### config.mk
export PLATFORM = sky130hd
export DESIGN_NAME = main_file_cpu_oci_dct_packer
export DESIGN_NICKNAME = d
export VERILOG_FILES = /design/src/rtl/main_file_cpu_oci_dct_packer.sv
export SDC_FILE = /design/constraint.sdc
export NUM_CORES = 1
export LEC_CHECK = 0
export BUFFER_PORTS_ARGS = -buffer_cell sky130_fd_sc_hd__buf_4
export CAP_MARGIN = 10
export CELL_PAD_IN_SITES_DETAIL_PLACEMENT = 0
export CELL_PAD_IN_SITES_GLOBAL_PLACEMENT = 1
export CORE_MARGIN = 2
export CORE_UTILIZATION = 25
export DETAILED_ROUTE_END_ITERATION = 12
export PLACE_DENSITY_LB_ADDON = 0.1
export SETUP_SLACK_MARGIN = 0.5
export SKIP_CTS_REPAIR_TIMING = 1
export SYNTH_ARGS = -nofsm -noshare
export SYNTH_HDL_FRONTEND = slang
export SYNTH_SLANG_ARGS = --single-unit
### constraint.sdc
create_clock -name clk -period 3.1 [get_ports clk]
set_input_delay 0.93 -clock clk [delete_from_list [all_inputs] [get_ports clk]]
set_output_delay 0.93 -clock clk [all_outputs]
set_load 0.02 [all_outputs]
### src/rtl/main_file_cpu_oci_dct_packer.sv
// main_file_cpu_oci_dct_packer: packs 2-bit OCI trace atoms into a 15-atom buffer and
// hands full or flushed buffers to a one-entry packet slot. Optional macro: MAIN_FILE_OCI_DCT_STATS_EN.
`default_nettype none

module main_file_cpu_oci_dct_packer #(
  parameter int ATOM_W  = 2,
  parameter int MAX_CNT = 15
) (
  input  logic                      clk,
  input  logic                      reset,
  input  logic                      atom_valid,
  input  logic [ATOM_W-1:0]         atom,
  output logic                      atom_ready,
  input  logic                      flush,
  output logic [MAX_CNT*ATOM_W-1:0] dct_buffer,
  output logic [3:0]                dct_count,
  output logic                      packet_valid,
  output logic [MAX_CNT*ATOM_W-1:0] packet_data,
  output logic [3:0]                packet_count,
  input  logic                      packet_ready,
`ifdef MAIN_FILE_OCI_DCT_STATS_EN
  output logic [15:0]               pkt_sent,
`endif
  output logic                      idle
);

  localparam int         BUF_W   = MAX_CNT * ATOM_W;
  localparam logic [3:0] CNT_MAX = 4'(MAX_CNT);

  typedef enum logic [0:0] {
    SLOT_EMPTY = 1'b0,
    SLOT_FULL  = 1'b1
  } slot_e;

  slot_e             r_slot;
  logic [BUF_W-1:0]  r_buf;
  logic [3:0]        r_cnt;
  logic [BUF_W-1:0]  r_pkt_data;
  logic [3:0]        r_pkt_cnt;
  logic              r_flush_pend;

  logic              w_accept;
  logic [5:0]        w_shamt;
  logic [BUF_W-1:0]  w_nbuf;
  logic [3:0]        w_ncnt;
  logic              w_pop;
  logic              w_slot_free;
  logic              w_launch;

  assign atom_ready  = (r_cnt != CNT_MAX);
  assign w_accept    = atom_valid && atom_ready;
  assign w_shamt     = 6'(r_cnt) * 6'(ATOM_W);
  // New atom lands just above the ones already held; upper bits stay zero.
  assign w_nbuf      = r_buf | (w_accept ? (BUF_W'(atom) << w_shamt) : '0);
  assign w_ncnt      = r_cnt + {3'b000, w_accept};
  assign w_pop       = (r_slot == SLOT_FULL) && packet_ready;
  assign w_slot_free = (r_slot == SLOT_EMPTY) || packet_ready;
  assign w_launch    = w_slot_free &&
                       ((w_ncnt == CNT_MAX) || ((flush || r_flush_pend) && (w_ncnt != 4'd0)));

  always_ff @(posedge clk or posedge reset) begin
    if (reset) begin
      r_slot       <= SLOT_EMPTY;
      r_buf        <= '0;
      r_cnt        <= 4'd0;
      r_pkt_data   <= '0;
      r_pkt_cnt    <= 4'd0;
      r_flush_pend <= 1'b0;
    end else if (w_launch) begin
      r_slot       <= SLOT_FULL;
      r_pkt_data   <= w_nbuf;
      r_pkt_cnt    <= w_ncnt;
      r_buf        <= '0;
      r_cnt        <= 4'd0;
      r_flush_pend <= 1'b0;
    end else begin
      r_buf <= w_nbuf;
      r_cnt <= w_ncnt;
      if (w_pop) begin
        r_slot <= SLOT_EMPTY;
      end
      // A flush that cannot launch yet is remembered until the slot frees up.
      if (flush && (w_ncnt != 4'd0)) begin
        r_flush_pend <= 1'b1;
      end
    end
  end

  assign dct_buffer   = r_buf;
  assign dct_count    = r_cnt;
  assign packet_valid = (r_slot == SLOT_FULL);
  assign packet_data  = r_pkt_data;
  assign packet_count = r_pkt_cnt;
  assign idle         = (r_cnt == 4'd0) && (r_slot == SLOT_EMPTY) && !r_flush_pend;

`ifdef MAIN_FILE_OCI_DCT_STATS_EN
  logic [15:0] r_pkt_sent;

  always_ff @(posedge clk or posedge reset) begin
    if (reset) begin
      r_pkt_sent <= 16'd0;
    end else if (w_pop && (r_pkt_sent != 16'hFFFF)) begin
      r_pkt_sent <= r_pkt_sent + 16'd1;
    end
  end

  assign pkt_sent = r_pkt_sent;
`endif

endmodule

`default_nettype wire

After elaboration in Yosys (flattened, before gate mapping)
Cells that the tools add are included.
{ "op_classes": {"add_sub_neg": 1, "eq_ne": 2, "shifts": 1, "mux": 7, "bitwise_logic": 2, "reduce_logical": 15} }
{ "ops": {"columns": ["cell", "count"], "rows": [
  ["$mux W30", 2],
  ["$or A30 B30 Y30", 1],
  ["$shl A2 B5 Y30", 1],
  ["$logic_and A1 B1 Y1", 7],
  ["$add A4 B1 Y4", 1],
  ["$eq A4 B4 Y1 const B", 1],
  ["$logic_not A4 Y1", 1],
  ["$mux W1", 4],
  ["$mux W4", 1],
  ["$ne A4 B4 Y1 const B", 1],
  ["$reduce_bool A2 Y1", 2],
  ["$reduce_bool A4 Y1", 1],
  ["$logic_or A1 B1 Y1", 3],
  ["$logic_not A1 Y1", 1],
  ["$not A1 Y1", 1]
]} }
{ "word_totals": {"regBits": 70, "input_bits": 7, "wordCells": 34} }

Longest topological paths before layout
{ "depth": {"depth_word": 8, "mapped_depth": 12} }

Least setup slack after synthesis
No wires, ideal clock.
{ "synth_timing": {"path_type": "flip-flop to flip-flop", "startpoint": "register r_cnt[3], in the netlist dct_count[3]", "endpoint": "register r_pkt_data[14], in the netlist packet_data[14]", "setup_ps": 79, "arrival_time_ps": 2918, "path_slack_ps": 102, "path_stages_with_launch": 12, "n_path_buf": 2, "period_less_slack_ps": 2998, "cell_sequence": "dfrtp_1 clkbuf_1 nand4_1 and2_1 ha_1 ha_1 nor3b_1 a311o_1 a31o_1 o2bb2ai_2 buf_2 mux2i_1"} }
{ "synth_via": {"elab_chain_len": 7, "elab_cells_between_ends": 11, "classes_between": "add/sub: 1; eq/ne: 2; shift: 1; mux: 1; bitwise: 1; reduce/logical: 5"} }
{ "synth_rtl": {"columns": ["item", "line", "text"], "rows": [
  ["from (decl)", "37", "logic [3:0] r_cnt;"],
  ["from (signal assigned)", "78", "r_cnt <= w_ncnt;"],
  ["$ne A4 B4 Y1 *", "50", "assign atom_ready = (r_cnt != CNT_MAX);"],
  ["named net atom_ready", "13", "output logic atom_ready,"],
  ["$logic_and A1 B1 Y1 *", "51", "assign w_accept = atom_valid && atom_ready;"],
  ["$add A4 B1 Y4", "55", "assign w_ncnt = r_cnt + {3'b000, w_accept};"],
  ["$reduce_bool A4 Y1", "59", "((w_ncnt == CNT_MAX) || ((flush || r_flush_pend) && (w_ncnt != 4'd0)));"],
  ["$logic_and A1 B1 Y1", "59", null],
  ["$logic_or A1 B1 Y1", "59", null],
  ["$logic_and A1 B1 Y1", "58", "assign w_launch = w_slot_free &&"],
  ["to (signal assigned)", "71", "r_pkt_data <= w_nbuf;"],
  ["to (decl)", "38", "logic [BUF_W-1:0] r_pkt_data;"]
]} }
Mark *: on every way through the listed nets, which the timed path passes. The rest lies on a longest branch.
A chain may end at the register's enable or synchronous reset.

Final worst setup path
{ "layout_timing": {"startpoint": "register r_cnt[0], in the netlist dct_count[0]", "endpoint": "output port idle"} }
{ "layout_via": {"elab_chain_len": 3} }
{ "layout_rtl": {"columns": ["item", "line", "text"], "rows": [
  ["$logic_not A4 Y1", "94", "assign idle = (r_cnt == 4'd0) && (r_slot == SLOT_EMPTY) && !r_flush_pend;"],
  ["$logic_and A1 B1 Y1 (2 in series)", "94", null],
  ["to (decl)", "24", "output logic idle"]
]} }
No other way between the ends.

==> impl_metrics.toml <==
[floorplanning]
die_area_um2 = 12600
core_area_um2 = 11500
row_count = 39
io_pins = 78
start_util = 0.256
dieWidth_um = 112
die_y_um = 112

[detailed_routing]
wl_mm = 8.52
drt_iter0_drc = 68
viasPerCell = 4.46
vias = 2283
firstDrtPassIters = 4
drtAntennaViolNets = 0
drc_errors = 0
post_drt_wl_per_cell_um = 16.6

[critical_path]
critPathKind = "flop to output port"
reg2reg_depth = 11
crit_buf_inv = 2
crit_end = "idle"
start_kind = "flop"
crit_chain = "buf_8 -> or4_4 -> nor3_2 -> buf_4"
cp_slowest_cell = "or4_4"
crit_required_ps = 2170
arrival_ps = 1690
cp-end-kind = "output port"
startpoint = "dct_count[0]"
critPathTopFamily = "simple AND/OR/NAND/NOR gates"
cp_max_fo = 13
crit_cells = 4
cpPeakStageDelay_ps = 530
timing.rr.end = "r_flush_pend"
r2r_setup_slack_ps = 620
r2r_start = "dct_count[3]"

[global_routing]
grtUsageTotal = 0.132
antenna_found_initial = 0
grt_pass1_wl_mm = 12.8
grt_max_degree = 47
grt_use_met2 = 0.208
busiest_layer = "met2"
first_global_vias = 2285
grt_util_met3 = 0.0427
grt_overflow = 0
grt_use_met1 = 0.173

[placed_design]
dp.final_hpwl_mm = 5.63
dpl_cell_area_um2 = 3800
placedCellCount = 489
place_ws_ps = 211
place_congestion = 0.755
io_buffers = 77

[sta]
slew_viol_final = 0
tightestPinTransition_ps = 626
fmax_mhz = 382
fin_worst_skew_ps = 7.17
fin_ws_ps = 482
relSlewSlack = 0.582
min_period_over_period = 0.845
setup_viol = 0
setup_tns_ps = 0
fin_hold_ws_ps = 512
period_minus_slack_ps = 2620
final_hold_viol_count = 0
rsz0062_at_grt = "true"

[clock_tree]
clkSlewWorstSetupHoldPaths_ps = 60
cts_tree = "yes"
insertion_delay_ps = 330
h-tree-depth = 3
cts_made_buffers = 9
cts.sinks = 70
clk_path_buf_depth = 2
clockRootBuffer = "clkbuf_16"

[finish]
multiInputGateArea_um2 = 1050
register_area_um2 = 1760
final_cell_area_um2 = 4260
final_cells = 512
final_util = 0.372
nets = 374
n_antenna_cell = 0
area_delta_synth_final_pct = 45.0
fill_cells = 1153
drive_gt1_frac = 0.344

[run_status]
status = "finished clean"

[logic_synthesis]
syn_area_um2 = 2940
synth_edf_count = 0
synthTopCellsByArea = "dfrtp_1 60%, mux2i_1 10%, nor2_1 4.7%"
netlist_instances = 271
synth_largest_area_cell = "dfrtp_1"
ys.flop_type = "dfrtp_1"
seq_area_frac_synth = 0.596
ys_warn_count = 0
synth_area_per_cell_um2 = 10.8
synth_top_area_frac = 0.596
ys_ff_latch = 70
synth_cell_types = 37
synth_nets = 280
async_flop_share = 1.00

[run]
maxCapViolCount = 0

[pwr]
powerDensity_nw_per_um2 = 924
power_mw = 3.94
p_leak_nw = 2.09
ir_drop_mv = 0.423

[hold_path]
hp-class = "flop to flop"
## area by class of cell
class,count,area share
inverters,35,0.0317
flip-flops and latches,70,0.412
clock buffers,9,0.0528
well taps,143,0.0420
clock inverters,6,0.0261
multi-input cells,153,0.246
repair buffers,96,0.189
## flip-flops by register name (all words and copies together) (netlist names)
signal	flops
dct_count	4
packet_valid	1
r_flush_pend	1
packet_data	30
packet_count	4
dct_buffer	30
## layout by cell type, fill, tap and decap left out, types with 2 or more instances in the layout
cell	netlist	layout
and2_1	6	5
nand2b_1	3	2
bufinv_16	0	3
o21ai_0	2	2
inv_1	35	34
a21oi_1	27	26
dfrtp_2	0	4
a31oi_1	8	8
nor2_1	37	37
mux2i_1	30	30
buf_4	4	89
clkbuf_16	0	11
clkinvlp_4	0	2
buf_12	0	3
o32a_1	3	3
nand2_1	7	7
nor2b_1	6	6
dfrtp_1	70	66
nor3_1	3	2
## logic make-up after synthesis
family                     after synthesis  synth area share
DFF                                     70             0.596
muxes                                   30             0.102
xor gates and xnor gates                 1           0.00298
adders and majority gates                2           0.00851
AOI/OAI and AO/OA                       51             0.111
and+or+nand+nor                         69             0.110
buffers and inverters                   48            0.0698
## report_power, final
part / total, mW / internal (mW) / switching (mW)
clock network: 1.17 / 0.781 / 0.386
registers: 1.16 / 1.06 / 0.0959
logic: 1.61 / 0.708 / 0.906
## cell usage after synthesis, types with 2 or more instances
| cell type | count |
|---|---|
| nor2_1 | 37 |
| buf_4 | 4 |
| clkbuf_1 | 5 |
| nand2_1 | 7 |
| nor3_1 | 3 |
| a31oi_1 | 8 |
| and2_1 | 6 |
| nand2b_1 | 3 |
| a21oi_1 | 27 |
| ha_1 | 2 |
| nor2b_1 | 6 |
| mux2i_1 | 30 |
| o32a_1 | 3 |
| o21ai_0 | 2 |
| buf_2 | 2 |
| nor3b_1 | 2 |
| inv_1 | 35 |
| dfrtp_1 | 70 |
## worst min-delay path: cells and delay by family, from the launching register on
family | cells | cell delay [ps]
AOI/OAI and AO/OA | 1 | 60
DFF | 1 | 340
and+or+nand+nor | 1 | 70
## per-layer routing
metal	vias to the layer above	wire [µm]
li1	1092	-
met1	1132	3960
met2	53	4000
met3	6	467
met4	0	84
met5	-	0
## worst min path at each step
stage / startpoint / end / depth (start not counted)
3_3_place_gp: dct_buffer[29] / dct_buffer[29] / 2
6_report: dct_buffer[1] / dct_buffer[1] / 2
3_5_place_dp: dct_buffer[1] / dct_buffer[1] / 2
2_1_floorplan: r_flush_pend / r_flush_pend / 2
4_1_cts: packet_data[1] / packet_data[1] / 2
5_1_grt: packet_data[10] / packet_data[10] / 2
Note: power is estimated with default switching activity, not from simulation.
